### config.mk
export PLATFORM = sky130hd
export DESIGN_NAME = ysyx_201979054_decode_stage
export DESIGN_NICKNAME = d
export VERILOG_FILES = /design/src/rtl/ysyx_201979054_decode_pkg.sv /design/src/rtl/ysyx_201979054_decode_stage_imm_src_decode.sv /design/src/rtl/ysyx_201979054_decode_stage.sv
export SDC_FILE = /design/constraint.sdc
export NUM_CORES = 1
export LEC_CHECK = 0
export CAP_MARGIN = 20
export CORE_AREA = 2 2 69 120
export DETAILED_ROUTE_END_ITERATION = 7
export DIE_AREA = 0 0 71 122
export PLACE_DENSITY_LB_ADDON = 0.05
export SYNTH_ARGS = -nofsm -noshare
export SYNTH_HDL_FRONTEND = slang
export SYNTH_SLANG_ARGS = --single-unit
export TNS_END_PERCENT = 50
### constraint.sdc
create_clock -name clk -period 2.7 [get_ports clk]
set_input_delay 0.675 -clock clk [delete_from_list [all_inputs] [get_ports clk]]
set_output_delay 0.675 -clock clk [all_outputs]
set_load 0.005 [all_outputs]
### src/rtl/ysyx_201979054_decode_pkg.sv
// Shared types and constants for the RV64I decode stage: immediate-type encoding,
// opcode values, buffer states and the NOP word used as the reset payload.
package ysyx_201979054_decode_pkg;

  typedef enum logic [2:0] {
    IMM_I   = 3'b000,
    IMM_S   = 3'b001,
    IMM_B   = 3'b010,
    IMM_J   = 3'b011,
    IMM_U   = 3'b100,
    IMM_CSR = 3'b101
  } imm_src_e;

  localparam logic [6:0] OP_LOAD   = 7'b0000011;
  localparam logic [6:0] OP_IMM    = 7'b0010011;
  localparam logic [6:0] OP_IMM32  = 7'b0011011;
  localparam logic [6:0] OP_JALR   = 7'b1100111;
  localparam logic [6:0] OP_STORE  = 7'b0100011;
  localparam logic [6:0] OP_BRANCH = 7'b1100011;
  localparam logic [6:0] OP_JAL    = 7'b1101111;
  localparam logic [6:0] OP_LUI    = 7'b0110111;
  localparam logic [6:0] OP_AUIPC  = 7'b0010111;
  localparam logic [6:0] OP_OP32   = 7'b0111011;
  localparam logic [6:0] OP_OP     = 7'b0110011;
  localparam logic [6:0] OP_FENCE  = 7'b0001111;
  localparam logic [6:0] OP_SYSTEM = 7'b1110011;

  localparam logic [31:0] NOP_INSTR = 32'h00000013;

  typedef enum logic [1:0] {
    ST_EMPTY = 2'b00,
    ST_ONE   = 2'b01,
    ST_FULL  = 2'b10
  } state_e;

  // One buffered instruction with its decode result captured alongside.
  typedef struct packed {
    logic [31:0] instr;
    imm_src_e    imm_src;
    logic        illegal;
  } entry_t;

  localparam entry_t NOP_ENTRY = '{instr: NOP_INSTR, imm_src: IMM_I, illegal: 1'b0};

endpackage

### src/rtl/ysyx_201979054_decode_stage_imm_src_decode.sv
// Combinational opcode classifier: immediate type and illegal flag.
// SYSTEM opcode handling depends on macro YSYX_201979054_CSR_EN.
module ysyx_201979054_imm_src_decode
  import ysyx_201979054_decode_pkg::*;
(
  input  logic [31:0] instr,
  output imm_src_e    imm_src,
  output logic        illegal
);

  logic [6:0] opcode_s;
  logic [2:0] funct3_s;

  assign opcode_s = instr[6:0];
  assign funct3_s = instr[14:12];

  // Map opcode to immediate format; unknown opcodes fall back to I with illegal set.
  always_comb begin
    imm_src = IMM_I;
    illegal = 1'b0;
    case (opcode_s)
      OP_LOAD, OP_IMM, OP_IMM32, OP_JALR: imm_src = IMM_I;
      OP_STORE:                            imm_src = IMM_S;
      OP_BRANCH:                           imm_src = IMM_B;
      OP_JAL:                              imm_src = IMM_J;
      OP_LUI, OP_AUIPC:                    imm_src = IMM_U;
      OP_OP32, OP_OP, OP_FENCE:            imm_src = IMM_I;
      OP_SYSTEM: begin
`ifdef YSYX_201979054_CSR_EN
        // funct3[2] selects the zimm (uimm) CSR forms; ECALL/EBREAK/MRET and register CSR ops use I
        if (funct3_s[2]) begin
          imm_src = IMM_CSR;
        end else begin
          imm_src = IMM_I;
        end
        illegal = 1'b0;
`else
        imm_src = IMM_I;
        illegal = (funct3_s == funct3_s);
`endif
      end
      default: begin
        imm_src = IMM_I;
        illegal = 1'b1;
      end
    endcase
  end

endmodule

### src/rtl/ysyx_201979054_decode_stage.sv
// Decode stage: 2-entry skid buffer (main + skid) carrying the instruction word and
// its pre-decoded immediate type. Macro YSYX_201979054_CSR_EN enables CSR uimm decode.
module ysyx_201979054_decode_stage
  import ysyx_201979054_decode_pkg::*;
(
  input  logic        clk,
  input  logic        rst,
  input  logic [31:0] i_instr,
  input  logic        i_valid,
  output logic        o_ready,
  input  logic        i_flush,
  output logic        o_valid,
  input  logic        i_ready,
  output logic [31:0] o_instr,
  output logic [24:0] o_imm,
  output logic [2:0]  o_imm_src,
  output logic        o_illegal
);

  state_e   state_r, state_s;
  entry_t   main_r, main_s;
  entry_t   skid_r, skid_s;
  entry_t   in_entry_s;
  imm_src_e dec_imm_src_s;
  logic     dec_illegal_s;
  logic     valid_r, valid_s;
  logic     ready_r, ready_s;
  logic     in_xfer_s;
  logic     out_xfer_s;

  ysyx_201979054_imm_src_decode u_imm_src_decode (
    .instr   (i_instr),
    .imm_src (dec_imm_src_s),
    .illegal (dec_illegal_s)
  );

  assign in_entry_s = '{instr: i_instr, imm_src: dec_imm_src_s, illegal: dec_illegal_s};

  // ready_r only reflects the skid slot; rst masks it so nothing is accepted in the reset cycle
  assign o_ready    = ready_r & ~rst;
  assign o_valid    = valid_r;
  assign in_xfer_s  = i_valid & o_ready;
  assign out_xfer_s = valid_r & i_ready;

  // Next-state, entry movement and registered handshake flags.
  always_comb begin
    state_s = state_r;
    main_s  = main_r;
    skid_s  = skid_r;
    if (i_flush) begin
      state_s = ST_EMPTY;
    end else begin
      case (state_r)
        ST_EMPTY: begin
          if (in_xfer_s) begin
            state_s = ST_ONE;
            main_s  = in_entry_s;
          end else begin
            state_s = ST_EMPTY;
          end
        end
        ST_ONE: begin
          if (in_xfer_s && out_xfer_s) begin
            state_s = ST_ONE;
            main_s  = in_entry_s;
          end else if (in_xfer_s) begin
            state_s = ST_FULL;
            skid_s  = in_entry_s;
          end else if (out_xfer_s) begin
            state_s = ST_EMPTY;
          end else begin
            state_s = ST_ONE;
          end
        end
        ST_FULL: begin
          if (out_xfer_s) begin
            state_s = ST_ONE;
            main_s  = skid_r;
          end else begin
            state_s = ST_FULL;
          end
        end
        default: state_s = ST_EMPTY;
      endcase
    end
    valid_s = (state_s != ST_EMPTY);
    ready_s = (state_s != ST_FULL);
  end

  // Buffer and handshake registers; reset loads a NOP so payload is never X.
  always_ff @(posedge clk) begin
    if (rst) begin
      state_r <= ST_EMPTY;
      main_r  <= NOP_ENTRY;
      skid_r  <= NOP_ENTRY;
      valid_r <= 1'b0;
      ready_r <= 1'b1;
    end else begin
      state_r <= state_s;
      main_r  <= main_s;
      skid_r  <= skid_s;
      valid_r <= valid_s;
      ready_r <= ready_s;
    end
  end

  assign o_instr   = main_r.instr;
  assign o_imm     = main_r.instr[31:7];
  assign o_imm_src = main_r.imm_src;
  assign o_illegal = main_r.illegal;

endmodule

==> flow_summary.yaml, run 1 <==
run_status:
  status: "finished clean"
min_path:
  holdCritPathClass: "reg -> reg"
  hold_start: "skid_r[2]$_SDFFE_PP0P_"
  min_to: "skid_r[2]$_SDFFE_PP0P_"
  hold_depth: 2
cts:
  cts_tree: "built"
  clk-insertion-delay-late_ns: 0.33
  cts_max_path_buffers: 2
  cts_resized: 0
  holdBufCountCts: 0
  clkTransAtPathRegs_ns: 0.06
  clockRootBuffer: "clkbuf_16"
  cts_setup_buffers: 0
  h-tree-depth: 3
  numCtsBuffers: 9
  cts_sinks: 76
floorplanning:
  io_pins: 100
  start_util_pct: 45.8
  die_w_um: 71
  die_h_um: 122
  row_count: 43
  die_area_um2: 8660
  core_area_um2: 7800
synthesis:
  syn_avg_cell_area_um2: 8.13
  synth-async-reset-ratio_pct: 0
  yosysWarnings: 0
  synth_edf_count: 0
  syn_inst: 439
  yosys_register_bits: 76
  synth-main-ff-cell: "dfxtp_1"
  yosysSeqAreaShare_pct: 42.6
  synth_cell_types: 42
  netlist_area_um2: 3570
  synth.net_count: 478
placed_design:
  dp_hpwl_um: 5910
  place.gp.congestion: 0.803
  io_buffers: 99
sta:
  rsz0062_at_grt: "false"
  holdWs_ns: 0.450
  min_period_ns: 2.33
  fin_tns_setup_ns: 0
  slew_violations: 0
  worst_slew_pin_slew_ns: 0.483
  skew_ns: 0.00659
  max_freq_ghz: 0.430
  setup_violations: 0
  finalHoldViolations: 0
  post-route-period-util_pct: 86.1
  relSlewSlack_pct: 67.0
layout:
  layout-drive-gt1-share_pct: 13.5
  layout.cells.most_common: "nand2_1"
  antennaDiodeCount: 0
  most-common-layout-cells: "nand2_1 (131), clkdlybuf4s50_1 (98), dfxtp_1 (76)"
  area_growth_pct: 32.9
  layout.nets: 541
critical_path:
  r2r-start: "o_valid$_SDFF_PP0_"
  critPathMaxFanout: 17
  worstPathRequired_ns: 2.98
  critical-path-top-delay-family: "buffers and inverters"
  crit_type: "in -> reg"
  critical_path.startpoint: "i_ready"
  reg2reg_slack_ns: 0.86
  cp_slowest_stage_delay_ns: 0.50
  rr_worst_depth: 8
  critPathCaptureType: "flip-flop"
  worstSetupStartpointType: "input pin"
  r2r_end: "o_instr[11]$_SDFFE_PP0P_"
  cp_slowest_cell: "clkdlybuf4s50_1"
  worstPathArrival_ns: 2.60
  critPathBufInv: 3
  crit_path_cell_trace: "clkdlybuf4s50_1 > nand2_1 > inv_1 > ha_1 > nand3b_1 > o311a_1 > buf_4 > a2111oi_0 > a31o_2"
global_routing:
  grt_pass1_vias: 3109
  grt_usage_pct: 22.4
  grt_overflow: 0
  grt_max_degree: 43
  grt_pass1_wl_um: 15200
  antenna_found_initial: 0
route:
  antenna_left: 0
  drt-initial-drc-count: 188
  totalWireLength_um: 9480
  detail_route.drc_violations: 0
  wl_per_cell_um: 15.9
  vias_per_cell: 5.59
  vias: 3326
  firstDrtPassIters: 4
pwr:
  peakVddDrop_uv: 446
  pwr_density_cell_nw_per_um2: 528
  cellLeakagePower_nw: 1.70
  p_total_w: 0.00251
flow_run:
  cap_violations: 0
[metrics by stage]
| step | cell area, um2 | util, % | std cells | worst slack, ns |
|---|---|---|---|---|
| after floorplan | 3570 | - | 439 | 0.464 |
| after global placement | 4490 | 57.5 | 581 | 0.0592 |
| after detailed placement | 4490 | 57.5 | 581 | 0.0229 |
| after CTS | 4750 | 60.8 | 595 | 0.363 |
| after global routing | 4750 | 60.8 | 595 | 0.165 |
| final | 4750 | 60.8 | 595 | 0.374 |
[worst max path at each step]
stage               cells past startpoint  slack (ns)                        end
floorplan                              10        0.46   o_instr[18]$_SDFFE_PP0P_
global placement                        9        0.06   o_instr[11]$_SDFFE_PP0P_
detailed placement                      9        0.02   o_instr[11]$_SDFFE_PP0P_
CTS                                     9        0.36   o_instr[11]$_SDFFE_PP0P_
global route                            9        0.16  o_imm_src[2]$_SDFFE_PP0P_
finish                                  9        0.37   o_instr[11]$_SDFFE_PP0P_
[sequential cells by signal, summed over array words and instances (netlist names)]
| name | flops |
|---|---|
| skid_r | 36 |
| o_instr | 32 |
| o_imm_src | 3 |
| state_r | 2 |
| o_illegal | 1 |
| o_valid | 1 |
| ready_r | 1 |
[synth_stat cells (all sizes together) (4+ instances only)]
cell	instances	area share [%]
a2111oi	31	7.6
a211oi	5	1.1
a21oi	37	5.2
a31o	29	7.1
buf	35	7.3
clkbuf	32	3.4
dfxtp	76	43
inv	7	0.74
nand2	131	14
nand3	4	0.56
nor2	5	0.53
nor2b	4	0.70
nor4	6	1.2
o21ai	4	0.56
[report_power, final]
group	internal (W)	switching, W
Clock	0.000635	0.000433
Sequential	0.00115	0.0000176
Combinational	0.000153	0.000123
[worst reg2reg max path, cell delays in order, from the launching register on]
cell,delay (ns)
dfxtp_1,0.36
nand2_1,0.11
inv_1,0.08
ha_1,0.18
nand3b_1,0.08
o311a_1,0.18
buf_4,0.22
a2111oi_0,0.41
a31o_2,0.17
[layout make-up]
cell class	count	area, um2
Tap cell	90	113
Clock buffer	12	246
Sequential cell	76	1520
Fill cell	722	3060
Inverter	8	30.0
Multi-Input combinational cell	288	1650
Clock inverter	2	12.5
Timing Repair Buffer	119	1170
[kinds of logic after synthesis]
| family | count (synthesis) | synth area share, % |
|---|---|---|
| simple gates | 168 | 20.7 |
| compound gates | 114 | 23.3 |
| flops | 76 | 42.6 |
| buf+inv | 75 | 11.5 |
| mux | 3 | 0.946 |
| fa+ha+maj | 2 | 0.701 |
| xor+xnor | 1 | 0.245 |
[layer usage]
| metal | vias up | share of wire, % | GRT usage (%) |
|---|---|---|---|
| met5 | - | 0 | 0 |
| met4 | 0 | 1.3 | 9.20 |
| met2 | 79 | 51 | 38.4 |
| li1 | 1639 | - | - |
| met1 | 1601 | 44 | 27.0 |
| met3 | 7 | 4.4 | 4.47 |
No activity file was read; power rests on OpenSTA's default activity.
==> run 2, diff against run 1 <==
--- a/config.mk
+++ b/config.mk
@@ -6,9 +6,9 @@
 export NUM_CORES = 1
 export LEC_CHECK = 0
 export CAP_MARGIN = 20
-export CORE_AREA = 2 2 69 120
+export CORE_AREA = 10 10 77 128
 export DETAILED_ROUTE_END_ITERATION = 7
-export DIE_AREA = 0 0 71 122
+export DIE_AREA = 0 0 87 138
 export PLACE_DENSITY_LB_ADDON = 0.05
 export SYNTH_ARGS = -nofsm -noshare
 export SYNTH_HDL_FRONTEND = slang
==> run 2 against run 1 <==
Compared with the run above:
- flip-flop and latch count is the same
- combinational power is essentially flat
- clock power grew 13%
- die area grew 39%
- register-to-register slack lost 0.27 ns
- design area grew 0.50%
- power grew 5.4%
- worst hold slack lost 0.00096 ns
- global-route usage shrank 6.3 points
- fmax shrank 3.1%
- count of clock-buffer cells in the layout shrank 1
- critical endpoint is now o_imm_src[1]$_SDFFE_PP0P_
==> flow_summary.yaml, run 2 (same netlist as run 1, synthesis figures left out) <==
global_routing:
  grt_usage_pct: 16.1
  grt_overflow: 0
  grt_pass1_wl_um: 16000
  grt_pass1_vias: 3347
  antenna_found_initial: 0
  grt_max_degree: 76
placed_design:
  dp_hpwl_um: 6580
  place.gp.congestion: 0.778
  dp_cells: 579
  io_buffers: 99
sta:
  relSlewSlack_pct: 50.0
  setup_violations: 0
  worst_slew_pin_slew_ns: 0.751
  rsz0062_at_grt: "false"
  post-route-period-util_pct: 88.9
  slew_violations: 0
  max_freq_ghz: 0.417
  min_period_ns: 2.40
  finalHoldViolations: 0
  skew_ns: 0.00699
route:
  firstDrtPassIters: 4
  drt-initial-drc-count: 231
  vias: 3290
  antenna_left: 0
  wl_per_cell_um: 16.6
  vias_per_cell: 5.53
  detail_route.drc_violations: 0
  totalWireLength_um: 9880
layout:
  largest_reg_flops: 36
  most-common-layout-cells: "nand2_1 (131), clkdlybuf4s50_1 (97), dfxtp_1 (76)"
  layout.cells.most_common: "nand2_1"
  multiInputGateArea_um2: 1650
  seq_area_um2: 1520
  antennaDiodeCount: 0
  fillCellCount: 693
  area_growth_pct: 33.6
  layout.cells.non_filler: 595
  layout-drive-gt1-share_pct: 14.1
  layout.nets: 539
  largest-register: "skid_r"
floorplanning:
  io_pins: 100
  die_h_um: 138
  row_count: 43
  start_util_pct: 45.8
  die_area_um2: 12000
  core_area_um2: 7800
  die_w_um: 87
critical_path:
  critPathCaptureType: "flip-flop"
  worstPathArrival_ns: 2.58
  rr_worst_depth: 5
  worstPathRequired_ns: 2.88
  worstSetupStartpointType: "input pin"
  critical_path.startpoint: "i_ready"
  critPathMaxFanout: 18
  r2r-start: "state_r[1]$_SDFF_PP0_"
  crit_type: "in -> reg"
cts:
  numCtsBuffers: 9
  clockRootBuffer: "clkbuf_16"
  cts_resized: 0
  cts_tree: "built"
  clk-insertion-delay-late_ns: 0.33
  cts_max_path_buffers: 2
  holdBufCountCts: 0
  cts_setup_buffers: 0
  h-tree-depth: 3
  cts_sinks: 76
  clkTransAtPathRegs_ns: 0.06
pwr:
  peakVddDrop_uv: 407
  cellLeakagePower_nw: 1.72
  pwr_density_cell_nw_per_um2: 554
  p_total_w: 0.00264
min_path:
  hold_depth: 2
  hold_start: "skid_r[2]$_SDFFE_PP0P_"
  holdCritPathClass: "reg -> reg"
flow_run:
  cap_violations: 0
run_status:
  status: "finished clean"
run 2: cell types whose count changed in the layout (fill, tap and decap cells not counted), sizes merged:
cell and delta:
clkbuf -1, clkinv +3, clkinvlp -1, clkdlybuf4s50 -1, bufinv +1, buf -1
run 2: through the flow:
step / area [um2] / hold slack [ns] / setup TNS, ns / worst slack [ns] / util (%)
2_1_floorplan: 3570 / 0.430 / 0 / 0.464 / -
3_3_place_gp: 4470 / 0.438 / 0 / 0.0132 / 57.3
3_5_place_dp: 4470 / 0.442 / -0.0449 / -0.0233 / 57.3
4_1_cts: 4770 / 0.452 / 0 / 0.320 / 61.1
5_1_grt: 4770 / 0.466 / 0 / 0.115 / 61.1
6_report: 4770 / 0.449 / 0 / 0.301 / 61.1
run 2: worst paths after layout:
path | end | slack, ns
min | skid_r[2]$_SDFFE_PP0P_ | 0.45
max reg2reg | o_instr[16]$_SDFFE_PP0P_ | 0.59
min reg2reg | skid_r[2]$_SDFFE_PP0P_ | 0.45
max | o_imm_src[1]$_SDFFE_PP0P_ | 0.30
run 2: layout make-up:
type	instances	share of cell area (%)
clock buffers	11	5.30
clock inverters	5	1.05
flip-flops and latches	76	31.9
well taps	90	2.36
multi-input cells	288	34.6
inverters	8	0.630
repair buffers	117	24.2
run 2: report_power, final:
part	total (W)	leakage (nW)	switching (W)	internal, W
clock network	0.00121	0.155	0.000448	0.000759
logic	0.000273	0.950	0.000122	0.000150
registers	0.00116	0.615	0.0000169	0.00115
run 2: routing by layer:
layer  share of wire (%)  GRT usage, %  vias up
met1                  40          17.6     1567
li1                    -             -     1634
met5                   0             0        -
met3                 7.4          6.65        7
met2                  51          26.7       82
met4                 1.1          5.48        0
run 2: worst max-delay path, cell delays in order:
cell and delay, ns:
clkdlybuf4s50_1 0.51, nand2_1 0.10, inv_1 0.07, ha_1 0.22, nand3b_1 0.10, o311a_1 0.17, buf_4 0.21, a2111oi_0 0.42
a211oi_1 0.09
